==> config.mk <==
export PLATFORM = sky130hd
export DESIGN_NAME = uart_rx_fifo
export DESIGN_NICKNAME = d
export VERILOG_FILES = /design/src/rtl/uart_rx_fifo_pkg.sv /design/src/rtl/uart_edge_detect.sv /design/src/rtl/uart_rx_fifo.sv
export SDC_FILE = /design/constraint.sdc
export NUM_CORES = 1
export LEC_CHECK = 0
export ABC_AREA = 0
export BUFFER_PORTS_ARGS = -buffer_cell sky130_fd_sc_hd__buf_2
export CAP_MARGIN = 20
export CORE_ASPECT_RATIO = 1.75
export CORE_MARGIN = 2
export CORE_UTILIZATION = 45
export CTS_CLUSTER_SIZE = 40
export DETAILED_ROUTE_END_ITERATION = 16
export GPL_ROUTABILITY_DRIVEN = 0
export PLACE_DENSITY_LB_ADDON = 0.12
export SYNTH_ARGS = -nofsm -noshare
export SYNTH_HDL_FRONTEND = slang
export SYNTH_SLANG_ARGS = --single-unit
==> constraint.sdc <==
create_clock -name clk -period 5.9 [get_ports clk]
set_input_delay 1.18 -clock clk [delete_from_list [all_inputs] [get_ports clk]]
set_output_delay 1.18 -clock clk [all_outputs]
set_load 0.05 [all_outputs]
==> src/rtl/uart_rx_fifo_pkg.sv <==
// Shared UART constants and helpers used by the receiver-side FIFO.
// The receiver and the future transmitter use the same definitions.
package uart_rx_fifo_pkg;

   localparam int UART_DATA_WIDTH   = 8;
   localparam int UART_DELAY_FRAMES = 2812;
   localparam int ERR_COUNT_WIDTH   = 8;

   function automatic logic [ERR_COUNT_WIDTH-1:0] sat_inc(
      input logic [ERR_COUNT_WIDTH-1:0] val
   );
      return (&val) ? val : val + 1'b1;
   endfunction

endpackage

==> src/rtl/uart_edge_detect.sv <==
// Rising-edge detector for a receiver level flag.
// The history register resets high, so a level that is already high at reset release does not count as an edge.
module uart_edge_detect (
   input  logic clk,
   input  logic rst,
   input  logic in,
   output logic rise
);

   logic r_hist;

   always_ff @(posedge clk) begin
      if (rst) r_hist <= 1'b1;
      else     r_hist <= in;
   end

   assign rise = in & ~r_hist;

endmodule

==> src/rtl/uart_rx_fifo.sv <==
// Captures UART receiver words on data_ready rising edges into a first-word-fall-through FIFO.
// The FIFO drains over valid/ready, and the block also keeps a saturating count of framing-error edges.
module uart_rx_fifo
   import uart_rx_fifo_pkg::*;
#(
   parameter  int DATA_WIDTH = UART_DATA_WIDTH,
   parameter  int DEPTH      = 16,
   localparam int ADDR_WIDTH = $clog2(DEPTH)
) (
   input  logic                  clk,
   input  logic                  rst,
   input  logic [DATA_WIDTH-1:0] rx_data,
   input  logic                  rx_data_ready,
   input  logic                  rx_comm_err,
   output logic [DATA_WIDTH-1:0] out_data,
   output logic                  out_valid,
   input  logic                  out_ready,
   output logic [ADDR_WIDTH:0]   count,
   output logic                  full,
   output logic                  overflow,
   output logic [7:0]            err_count
);

   logic [DATA_WIDTH-1:0] r_mem [DEPTH];
   logic [ADDR_WIDTH:0]   r_wr_ptr;
   logic [ADDR_WIDTH:0]   r_rd_ptr;
   logic [ADDR_WIDTH:0]   r_count;
   logic                  r_overflow;
   logic [7:0]            r_err_count;

   logic w_push_req;
   logic w_err_edge;
   logic w_empty;
   logic w_full;
   logic w_pop;
   logic w_push;

   uart_edge_detect u_rdy_edge (
      .clk  (clk),
      .rst  (rst),
      .in   (rx_data_ready),
      .rise (w_push_req)
   );

   uart_edge_detect u_err_edge (
      .clk  (clk),
      .rst  (rst),
      .in   (rx_comm_err),
      .rise (w_err_edge)
   );

   assign w_empty = (r_wr_ptr == r_rd_ptr);
   assign w_full  = (r_wr_ptr[ADDR_WIDTH] != r_rd_ptr[ADDR_WIDTH]) &&
                    (r_wr_ptr[ADDR_WIDTH-1:0] == r_rd_ptr[ADDR_WIDTH-1:0]);
   assign w_pop   = ~w_empty & out_ready;
   // At full a push is still accepted when the head leaves in the same cycle.
   assign w_push  = w_push_req & (~w_full | w_pop);

   always_ff @(posedge clk) begin
      if (!rst && w_push) r_mem[r_wr_ptr[ADDR_WIDTH-1:0]] <= rx_data;
   end

   always_ff @(posedge clk) begin
      if (rst) begin
         r_wr_ptr    <= '0;
         r_rd_ptr    <= '0;
         r_count     <= '0;
         r_overflow  <= 1'b0;
         r_err_count <= '0;
      end else begin
         if (w_push) r_wr_ptr <= r_wr_ptr + 1'b1;
         if (w_pop)  r_rd_ptr <= r_rd_ptr + 1'b1;
         case ({w_push, w_pop})
            2'b10:   r_count <= r_count + 1'b1;
            2'b01:   r_count <= r_count - 1'b1;
            default: r_count <= r_count;
         endcase
         if (w_push_req && w_full && !w_pop) r_overflow <= 1'b1;
         if (w_err_edge) r_err_count <= sat_inc(r_err_count);
      end
   end

   assign out_data  = r_mem[r_rd_ptr[ADDR_WIDTH-1:0]];
   assign out_valid = ~w_empty;
   assign count     = r_count;
   assign full      = w_full;
   assign overflow  = r_overflow;
   assign err_count = r_err_count;

endmodule

==> results.toml, run 1 <==
[global_routing]
overflow = 0
wire_length_of_the_first_global_routing_pass_um = 19700
number_of_global_route_vias_before_repair = 3359
grt_usage_pct = 18.5
antenna_found_initial = 0
grt_start_max_net_pins = 36

[routing]
detail_route.drc_violations = 0
route.detailed.wl_per_inst_um = 21.7
average_vias_per_placed_instance = 5.45
detailedRoute.firstIterationViolations = 191
drt_pass1_iterations = 4
final_antenna_violating_net_count = 0
vias = 3214
wirelength_um = 12800

[worst_setup_path]
r2r_slack_ns = 2.81
critical_path.max_fanout = 17
cpMostUsedCell = "sky130_fd_sc_hd__mux4_2"
critical_path_source_type = "flip-flop"
critical_path.cell_chain = "buf_4, mux4_2, mux4_2, buf_2"
critPathArrivalTime_ns = 2.80
crit_path_category = "reg2out"
critPathRequiredTime_ns = 4.72
cpPeakStageDelay_ns = 0.72
critical_path.n_buffers_inverters = 2
crit_path_top_delay_cell = "sky130_fd_sc_hd__dfxtp_2"
crit-reg2reg-launch = "r_wr_ptr[0]"
crit-reg2reg-capture = "count[4]"
timing.reg2reg.worst_path_depth = 8
critPathTopFamily = "multiplexers"
setup.worst_path.end_class = "output port"

[power]
power_frac_clock_pct = 42.7
power.density_mw_per_mm2 = 343
comb_power_share_pct = 8.5
p_sw_mw = 0.592
power_report.internal_total_mw = 1.93
static-leakage-power_nw = 2.46
sequentialPowerShare_pct = 48.8
highest_ir_drop_seen_on_vdd_uv = 217
netSwitchingFraction_pct = 23.5

[timing]
final_setup_fails = 0
fin_setup_tns_ns = 0
clock_skew_ns = 0.0145
fmaxAchievable_mhz = 251
hold_viol_final = 0
finalCritPeriodShare_pct = 67.5
report.final.slew_viol_count = 0
unrepaired_setup_endpoints_after_global_routing = "false"
final.min_clock_period_ns = 3.98
tightest_slew_ns = 1.07
max_slew_headroom_at_the_worst_pin_pct = 28.6

[yosys]
syn-instance-count = 355
synth_sequential_area_ratio_pct = 69.3
post_synth_num_cell_types = 41
synth_top_cells_by_area = "sky130_fd_sc_hd__edfxtp_1, sky130_fd_sc_hd__mux4_2, sky130_fd_sc_hd__dfxtp_1"
synth-async-reset-ratio_pct = 0
yosysTopAreaCell = "sky130_fd_sc_hd__edfxtp_1"
synthesis.yosys.warnings = 0
ys.flop_type = "sky130_fd_sc_hd__edfxtp_1"
synth_enable_flop_cells = 128
synthesis.nets = 378
synth-seq-cells = 158
post_synth_instance_area_mm2 = 0.00641
synth_largest_type_area_fraction_pct = 60.0
syn_avg_cell_area_um2 = 18.1

[clock_network]
cts_max_level = 4
count_of_clock_tree_sinks = 158
clk_pin_slew_ns = 0.06
tritoncts.num_buffers = 17
insertion_delay_ns = 0.42
cts_setup_buffers = 0
cts_tree = "built"
cts.hold.buffers_added = 0
clock_tree.root_cell = "sky130_fd_sc_hd__clkbuf_16"
ctsLongestPathBuffers = 2
cts_repair_resize_count = 0

[cells_and_area]
layout-area-overhead-vs-synth_pct = 14.9
drive_above_1_share_pct = 29.5
fin_util_pct = 52.9
area.sequential_mm2 = 0.00445
num-fill-cells = 1157
multiInputGateArea_mm2 = 0.00187
antenna_cells_inserted = 0
finish.net_count = 423

[floorplanning]
row_cnt = 57
die_y_um = 162
initial_core_utilization_pct = 46.1
core_region_area_mm2 = 0.0139
top_level_ports = 37
dieArea_mm2 = 0.0153
fp.dieW_um = 94.2

[worst_hold_path]
holdCritPathClass = "reg2reg"
worst_hold_path.endpoint = "overflow"
hold_start = "overflow"
hold_path_depth = 2

[run_status]
outcome = "complete, no violations"

[placed_design]
io_buffer_count = 36
place_hpwl_um = 8580

[run]
drv_cap = 0
-- cells in the mapped netlist, types with 3 or more instances --
cell / instances
sky130_fd_sc_hd__xnor2_1: 9
sky130_fd_sc_hd__inv_1: 5
sky130_fd_sc_hd__dfxtp_1: 30
sky130_fd_sc_hd__clkbuf_1: 7
sky130_fd_sc_hd__nand2b_1: 7
sky130_fd_sc_hd__edfxtp_1: 128
sky130_fd_sc_hd__buf_2: 4
sky130_fd_sc_hd__nand4_1: 7
sky130_fd_sc_hd__mux2i_1: 5
sky130_fd_sc_hd__nor3_1: 3
sky130_fd_sc_hd__a21oi_1: 7
sky130_fd_sc_hd__ha_1: 9
sky130_fd_sc_hd__nor2_1: 39
sky130_fd_sc_hd__mux4_2: 40
sky130_fd_sc_hd__xor2_1: 9
sky130_fd_sc_hd__nor2b_1: 5
sky130_fd_sc_hd__nand2_1: 6
-- logic make-up (layout without fill, tap and decap cells) --
group,Yosys count,after routing,synth area share (%)
AND/OR/NAND/NOR,81,81,6.44
adder cells (fa/ha/maj),10,10,2.07
multiplexers,49,49,15.7
flip-flops,158,158,69.3
AO/OA/AOI/OAI,17,17,2.01
XOR/XNOR,20,20,2.97
buffers and inverters,20,78,1.48
-- worst min-delay path: cells and delay by family, from the launching register on --
kind | cells | cell delay (ns)
flip-flops | 1 | 0.33
AND/OR/NAND/NOR | 1 | 0.07
AO/OA/AOI/OAI | 1 | 0.05
-- area by class of cell --
| class | count | area share [%] |
|---|---|---|
| Multi-Input combinational cell | 177 | 25.4 |
| Clock inverter | 15 | 2.21 |
| Tap cell | 177 | 3.01 |
| Timing Repair Buffer | 41 | 2.96 |
| Sequential cell | 158 | 60.4 |
| Clock buffer | 17 | 5.78 |
| Inverter | 5 | 0.255 |
-- cell usage in the layout (no fill, tap or decap), drive strengths merged --
| master | count |
|---|---|
| nand2b | 7 |
| mux2 | 3 |
| a41oi | 1 |
| clkbuf | 17 |
| fa | 1 |
| xor2 | 10 |
| a21boi | 1 |
| edfxtp | 128 |
| nand3 | 2 |
| nand3b | 2 |
| xnor2 | 10 |
| a31oi | 1 |
| a211oi | 3 |
| buf | 41 |
| and3 | 2 |
| nor3b | 2 |
| a21o | 2 |
| or2 | 2 |
| nand4 | 7 |
| nor2 | 40 |
| nand2 | 6 |
| nor2b | 5 |
| nand4b | 1 |
| a21oi | 7 |
| o21ai | 2 |
| nor4 | 1 |
| mux2i | 6 |
| bufinv | 2 |
| nor3 | 3 |
| inv | 10 |
| ha | 9 |
| clkinvlp | 3 |
| dfxtp | 30 |
| and4 | 1 |
| clkinv | 5 |
| mux4 | 40 |
-- stage by stage --
step / worst slack, ns / power (mW) / area, um^2 / hold slack, ns / std cells
floorplan: 2.76 / 1.43 / 6410 / 0.524 / 355
global placement: 2.25 / 1.47 / 6780 / 0.457 / 558
detailed placement: 2.26 / 1.48 / 6780 / 0.461 / 558
CTS: 1.82 / 2.55 / 7360 / 0.480 / 590
global route: 1.69 / 2.62 / 7360 / 0.532 / 590
finish: 1.92 / 2.53 / 7360 / 0.476 / 590
-- layer usage --
metal,global-route usage [%],up-vias,routed length [um]
li1,-,1478,-
met1,21.8,1646,4960
met2,32.4,79,7220
met3,4.04,11,443
met4,7.38,0,189
met5,0,-,0
-- state kept, by name, summed over array words and instances (netlist names), named ones only --
register	cells
overflow	1
r_rd_ptr	5
count	5
u_err_edge.r_hist	1
u_rdy_edge.r_hist	1
r_mem	128
r_wr_ptr	5
err_count	8
-- power by group through the flow --
stage | registers (mW) | logic, mW | clock network [mW]
6_report | 1.23 | 0.215 | 1.08
5_1_grt | 1.24 | 0.233 | 1.15
4_1_cts | 1.23 | 0.218 | 1.10
3_5_place_dp | 1.26 | 0.218 | 0
3_3_place_gp | 1.26 | 0.215 | 0
2_1_floorplan | 1.26 | 0.162 | 0
-- how the worst max path moves through the flow --
stage | start | end | depth (start not counted)
2_1_floorplan | flip-flop | out_data[0] | 4
3_3_place_gp | flip-flop | out_data[0] | 4
3_5_place_dp | flip-flop | out_data[0] | 4
4_1_cts | flip-flop | out_data[0] | 4
5_1_grt | flip-flop | out_data[0] | 4
6_report | flip-flop | out_data[0] | 4
(Power assumes the default switching activity.)
==> run 2, diff against run 1 <==
- clock period: 5.9 -> 3.4 ns (I/O delays scaled with it)
==> results.toml, run 2 (same netlist as run 1, synthesis figures left out) <==
[global_routing]
wire_length_of_the_first_global_routing_pass_um = 19900
overflow = 0
grt_start_max_net_pins = 36
antenna_found_initial = 0
grt_usage_pct = 18.4
number_of_global_route_vias_before_repair = 3564

[cells_and_area]
layout-area-overhead-vs-synth_pct = 17.1
drive_above_1_share_pct = 32.7
fin_util_pct = 54.0
mostFrequentLayoutCell = "sky130_fd_sc_hd__edfxtp_1"
antenna_cells_inserted = 0
post-route-cell-area_mm2 = 0.00751
finish.cell_count_without_fillers = 608
num-fill-cells = 1137
finish.net_count = 441
layout_common_cells = "sky130_fd_sc_hd__edfxtp_1, sky130_fd_sc_hd__mux4_2, sky130_fd_sc_hd__nor2_1"
largest_register_ff_count = 128

[clock_network]
cts_repair_resize_count = 0
cts_tree = "built"
cts_setup_buffers = 0
clock_tree.root_cell = "sky130_fd_sc_hd__clkbuf_16"
ctsLongestPathBuffers = 2
count_of_clock_tree_sinks = 158
tritoncts.num_buffers = 17
cts.hold.buffers_added = 0
insertion_delay_ns = 0.43
clk_pin_slew_ns = 0.06
cts_max_level = 4

[timing]
hold_viol_final = 0
fin_ws_ns = 0.393
clock_skew_ns = 0.0148
final_setup_fails = 0
fmaxAchievable_mhz = 333
whs_ns = 0.459
fin_setup_tns_ns = 0
report.final.slew_viol_count = 0
tightest_slew_ns = 0.697
unrepaired_setup_endpoints_after_global_routing = "false"
max_slew_headroom_at_the_worst_pin_pct = 53.5
finalCritPeriodShare_pct = 88.4
final.min_clock_period_ns = 3.01

[routing]
detail_route.drc_violations = 0
drt_pass1_iterations = 4
vias = 3277
final_antenna_violating_net_count = 0
detailedRoute.firstIterationViolations = 146
average_vias_per_placed_instance = 5.39
route.detailed.wl_per_inst_um = 21.4
wirelength_um = 13000

[power]
power.density_mw_per_mm2 = 586
static-leakage-power_nw = 2.56
highest_ir_drop_seen_on_vdd_uv = 338
power_frac_clock_pct = 42.5
comb_power_share_pct = 9.3
design_power_total_mw = 4.40
p_sw_mw = 1.03
sequentialPowerShare_pct = 48.3
netSwitchingFraction_pct = 23.5
power_report.internal_total_mw = 3.37

[worst_setup_path]
critPathRequiredTime_ns = 2.72
crit_path_category = "reg2out"
critical_path_source_type = "flip-flop"
setup.worst_path.end_class = "output port"
critPathArrivalTime_ns = 2.33
critical_path.max_fanout = 32

[floorplanning]
top_level_ports = 37
fp.dieW_um = 94.2
die_y_um = 162
dieArea_mm2 = 0.0153
initial_core_utilization_pct = 46.1
core_region_area_mm2 = 0.0139
row_cnt = 57

[placed_design]
placedCellCount = 576
placed_cell_area_mm2 = 0.00692
io_buffer_count = 36
dp_worst_setup_slack_ns = 0.611
place_hpwl_um = 8780

[run_status]
outcome = "complete, no violations"

[run]
drv_cap = 0

[worst_hold_path]
holdCritPathClass = "in2reg"
run 2: power by group through the flow:
| stage | clock [mW] | sequential [mW] | combinational, mW |
|---|---|---|---|
| 5_1_grt | 1.99 | 2.12 | 0.437 |
| 6_report | 1.87 | 2.12 | 0.407 |
| 3_5_place_dp | 0 | 2.17 | 0.416 |
| 3_3_place_gp | 0 | 2.16 | 0.411 |
| 4_1_cts | 1.91 | 2.12 | 0.416 |
| 2_1_floorplan | 0 | 2.19 | 0.281 |
run 2: final cells by class:
class / count / area [um^2] / area share [%]
Timing Repair Buffer: 59 / 365 / 4.87
Clock inverter: 14 / 154 / 2.05
Sequential cell: 158 / 4450 / 59.2
Clock buffer: 18 / 429 / 5.72
Multi-Input combinational cell: 177 / 1870 / 24.9
Inverter: 5 / 18.8 / 0.250
Tap cell: 177 / 221 / 2.95
run 2: critical path, cell delays in order (launching register included):
cell	delay, ns
sky130_fd_sc_hd__dfxtp_2	0.34
sky130_fd_sc_hd__buf_12	0.27
sky130_fd_sc_hd__mux4_2	0.57
sky130_fd_sc_hd__mux4_2	0.49
sky130_fd_sc_hd__buf_2	0.23
run 2: per-layer routing:
metal / global-route usage [%] / vias to the layer above / wire, um
met5: 0 / - / 0
li1: - / 1511 / -
met1: 19.2 / 1676 / 4690
met4: 6.19 / 0 / 197
met3: 3.76 / 16 / 381
met2: 35.5 / 74 / 7740
run 2: worst paths after layout:
path / endpoint / from / slack (ns) / cells past startpoint
max: out_data[7] / flip-flop / 0.39 / 4
min: u_rdy_edge.r_hist / rx_data_ready / 0.46 / 2
max reg2reg: count[4] / r_wr_ptr[2] / 0.69 / 8
min reg2reg: overflow / overflow / 0.48 / 2
==> run 3, diff against run 2 <==
- RECOVER_POWER: not set -> 50
==> results.toml, run 3 (same netlist as run 1, synthesis figures left out) <==
[floorplanning]
fp.dieW_um = 94.2
top_level_ports = 37
initial_core_utilization_pct = 46.1
die_y_um = 162
dieArea_mm2 = 0.0153
core_region_area_mm2 = 0.0139
row_cnt = 57

[routing]
drt_pass1_iterations = 7
wirelength_um = 12900
vias = 3272
final_antenna_violating_net_count = 0
detail_route.drc_violations = 0
detailedRoute.firstIterationViolations = 176
average_vias_per_placed_instance = 5.38
route.detailed.wl_per_inst_um = 21.2

[timing]
final_setup_fails = 0
fin_setup_tns_ns = 0
max_slew_headroom_at_the_worst_pin_pct = 5.84
finalCritPeriodShare_pct = 88.1
fmaxAchievable_mhz = 334
hold_viol_final = 0
whs_ns = 0.467
clock_skew_ns = 0.0161
report.final.slew_viol_count = 0
unrepaired_setup_endpoints_after_global_routing = "false"
final.min_clock_period_ns = 3.00
tightest_slew_ns = 1.41

[run]
drv_cap = 0

[worst_setup_path]
critPathCapture = "out_data[0]"
crit-reg2reg-capture = "r_mem[4][1]"
critical_path_source_type = "flip-flop"
crit_path_category = "reg2out"
r2r_slack_ns = 0.47
setup.worst_path.end_class = "output port"
critPathArrivalTime_ns = 2.32
critPathRequiredTime_ns = 2.72
crit-reg2reg-launch = "r_wr_ptr[2]"
critical_path.max_fanout = 32
timing.reg2reg.worst_path_depth = 7

[cells_and_area]
layout-area-overhead-vs-synth_pct = 16.5
largest_register_ff_count = 128
antenna_cells_inserted = 0
drive_above_1_share_pct = 27.4
layout_common_cells = "sky130_fd_sc_hd__edfxtp_1, sky130_fd_sc_hd__mux4_2, sky130_fd_sc_hd__nor2_1"
mostFrequentLayoutCell = "sky130_fd_sc_hd__edfxtp_1"
num-fill-cells = 1148
finish.net_count = 441

[clock_network]
cts.hold.buffers_added = 0
clk_pin_slew_ns = 0.06
cts_tree = "built"
cts_repair_resize_count = 0
tritoncts.num_buffers = 17
count_of_clock_tree_sinks = 158
clock_tree.root_cell = "sky130_fd_sc_hd__clkbuf_16"
cts_max_level = 4
ctsLongestPathBuffers = 2
insertion_delay_ns = 0.42
cts_setup_buffers = 0

[power]
power.density_mw_per_mm2 = 587
static-leakage-power_nw = 2.48
highest_ir_drop_seen_on_vdd_uv = 328

[placed_design]
io_buffer_count = 36
place_hpwl_um = 8780

[global_routing]
overflow = 0
antenna_found_initial = 0
grt_usage_pct = 18.4
wire_length_of_the_first_global_routing_pass_um = 19900
grt_start_max_net_pins = 36
number_of_global_route_vias_before_repair = 3564

[run_status]
outcome = "complete, no violations"

[worst_hold_path]
holdCritPathClass = "in2reg"
-- run 3: cell types whose count changed in the layout (fill, tap and decap cells not counted), sizes merged --
| cell | before | now |
|---|---|---|
| buf | 59 | 37 |
| clkbuf | 18 | 40 |
-- run 3: layer usage --
layer / vias up / wire (um) / track usage, %
li1: 1513 / - / -
met1: 1677 / 4600 / 19.2
met2: 71 / 7750 / 35.5
met3: 11 / 437 / 3.76
met4: 0 / 117 / 6.19
met5: - / 0 / 0
-- run 3: report_power, final --
part | total (mW) | switching (mW) | internal [mW] | leakage, nW
Clock | 1.86 | 0.768 | 1.09 | 0.279
Sequential | 2.12 | 0.0179 | 2.11 | 1.39
Combinational | 0.399 | 0.238 | 0.162 | 0.803
Total | 4.39 | 1.02 | 3.36 | 2.48
-- run 3: cell type report --
class | count | area [um^2] | area share (%)
Multi-Input combinational cell | 177 | 1860 | 24.9
Tap cell | 177 | 221 | 2.97
Inverter | 5 | 18.8 | 0.251
Clock inverter | 14 | 154 | 2.06
Sequential cell | 158 | 4450 | 59.5
Clock buffer | 18 | 429 | 5.75
Timing Repair Buffer | 59 | 338 | 4.52
-- run 3: how the worst min path moves through the flow --
stage	from	end	slack (ns)	cells after the start
floorplan	u_err_edge.r_hist	err_count[6]	0.52	2
global placement	overflow	overflow	0.45	2
detailed placement	overflow	overflow	0.46	2
CTS	rx_data_ready	u_rdy_edge.r_hist	0.44	2
global route	rx_data_ready	u_rdy_edge.r_hist	0.47	2
finish	rx_data_ready	u_rdy_edge.r_hist	0.47	2
-- run 3: critical path, cell delays in order, from the launching register on --
cell	delay, ns
sky130_fd_sc_hd__dfxtp_2	0.34
sky130_fd_sc_hd__buf_12	0.27
sky130_fd_sc_hd__mux4_2	0.55
sky130_fd_sc_hd__mux4_2	0.50
sky130_fd_sc_hd__buf_2	0.24
-- run 3: metrics by stage --
stage	total power, mW	cells	area [um^2]	worst slack (ns)	util (%)
finish	4.39	608	7470	0.405	53.7
global route	4.54	608	7470	0.240	53.7
CTS	4.45	608	7510	0.342	54.0
detailed placement	2.58	576	6920	0.611	49.8
global placement	2.58	576	6920	0.617	49.8
floorplan	2.47	355	6410	0.757	-
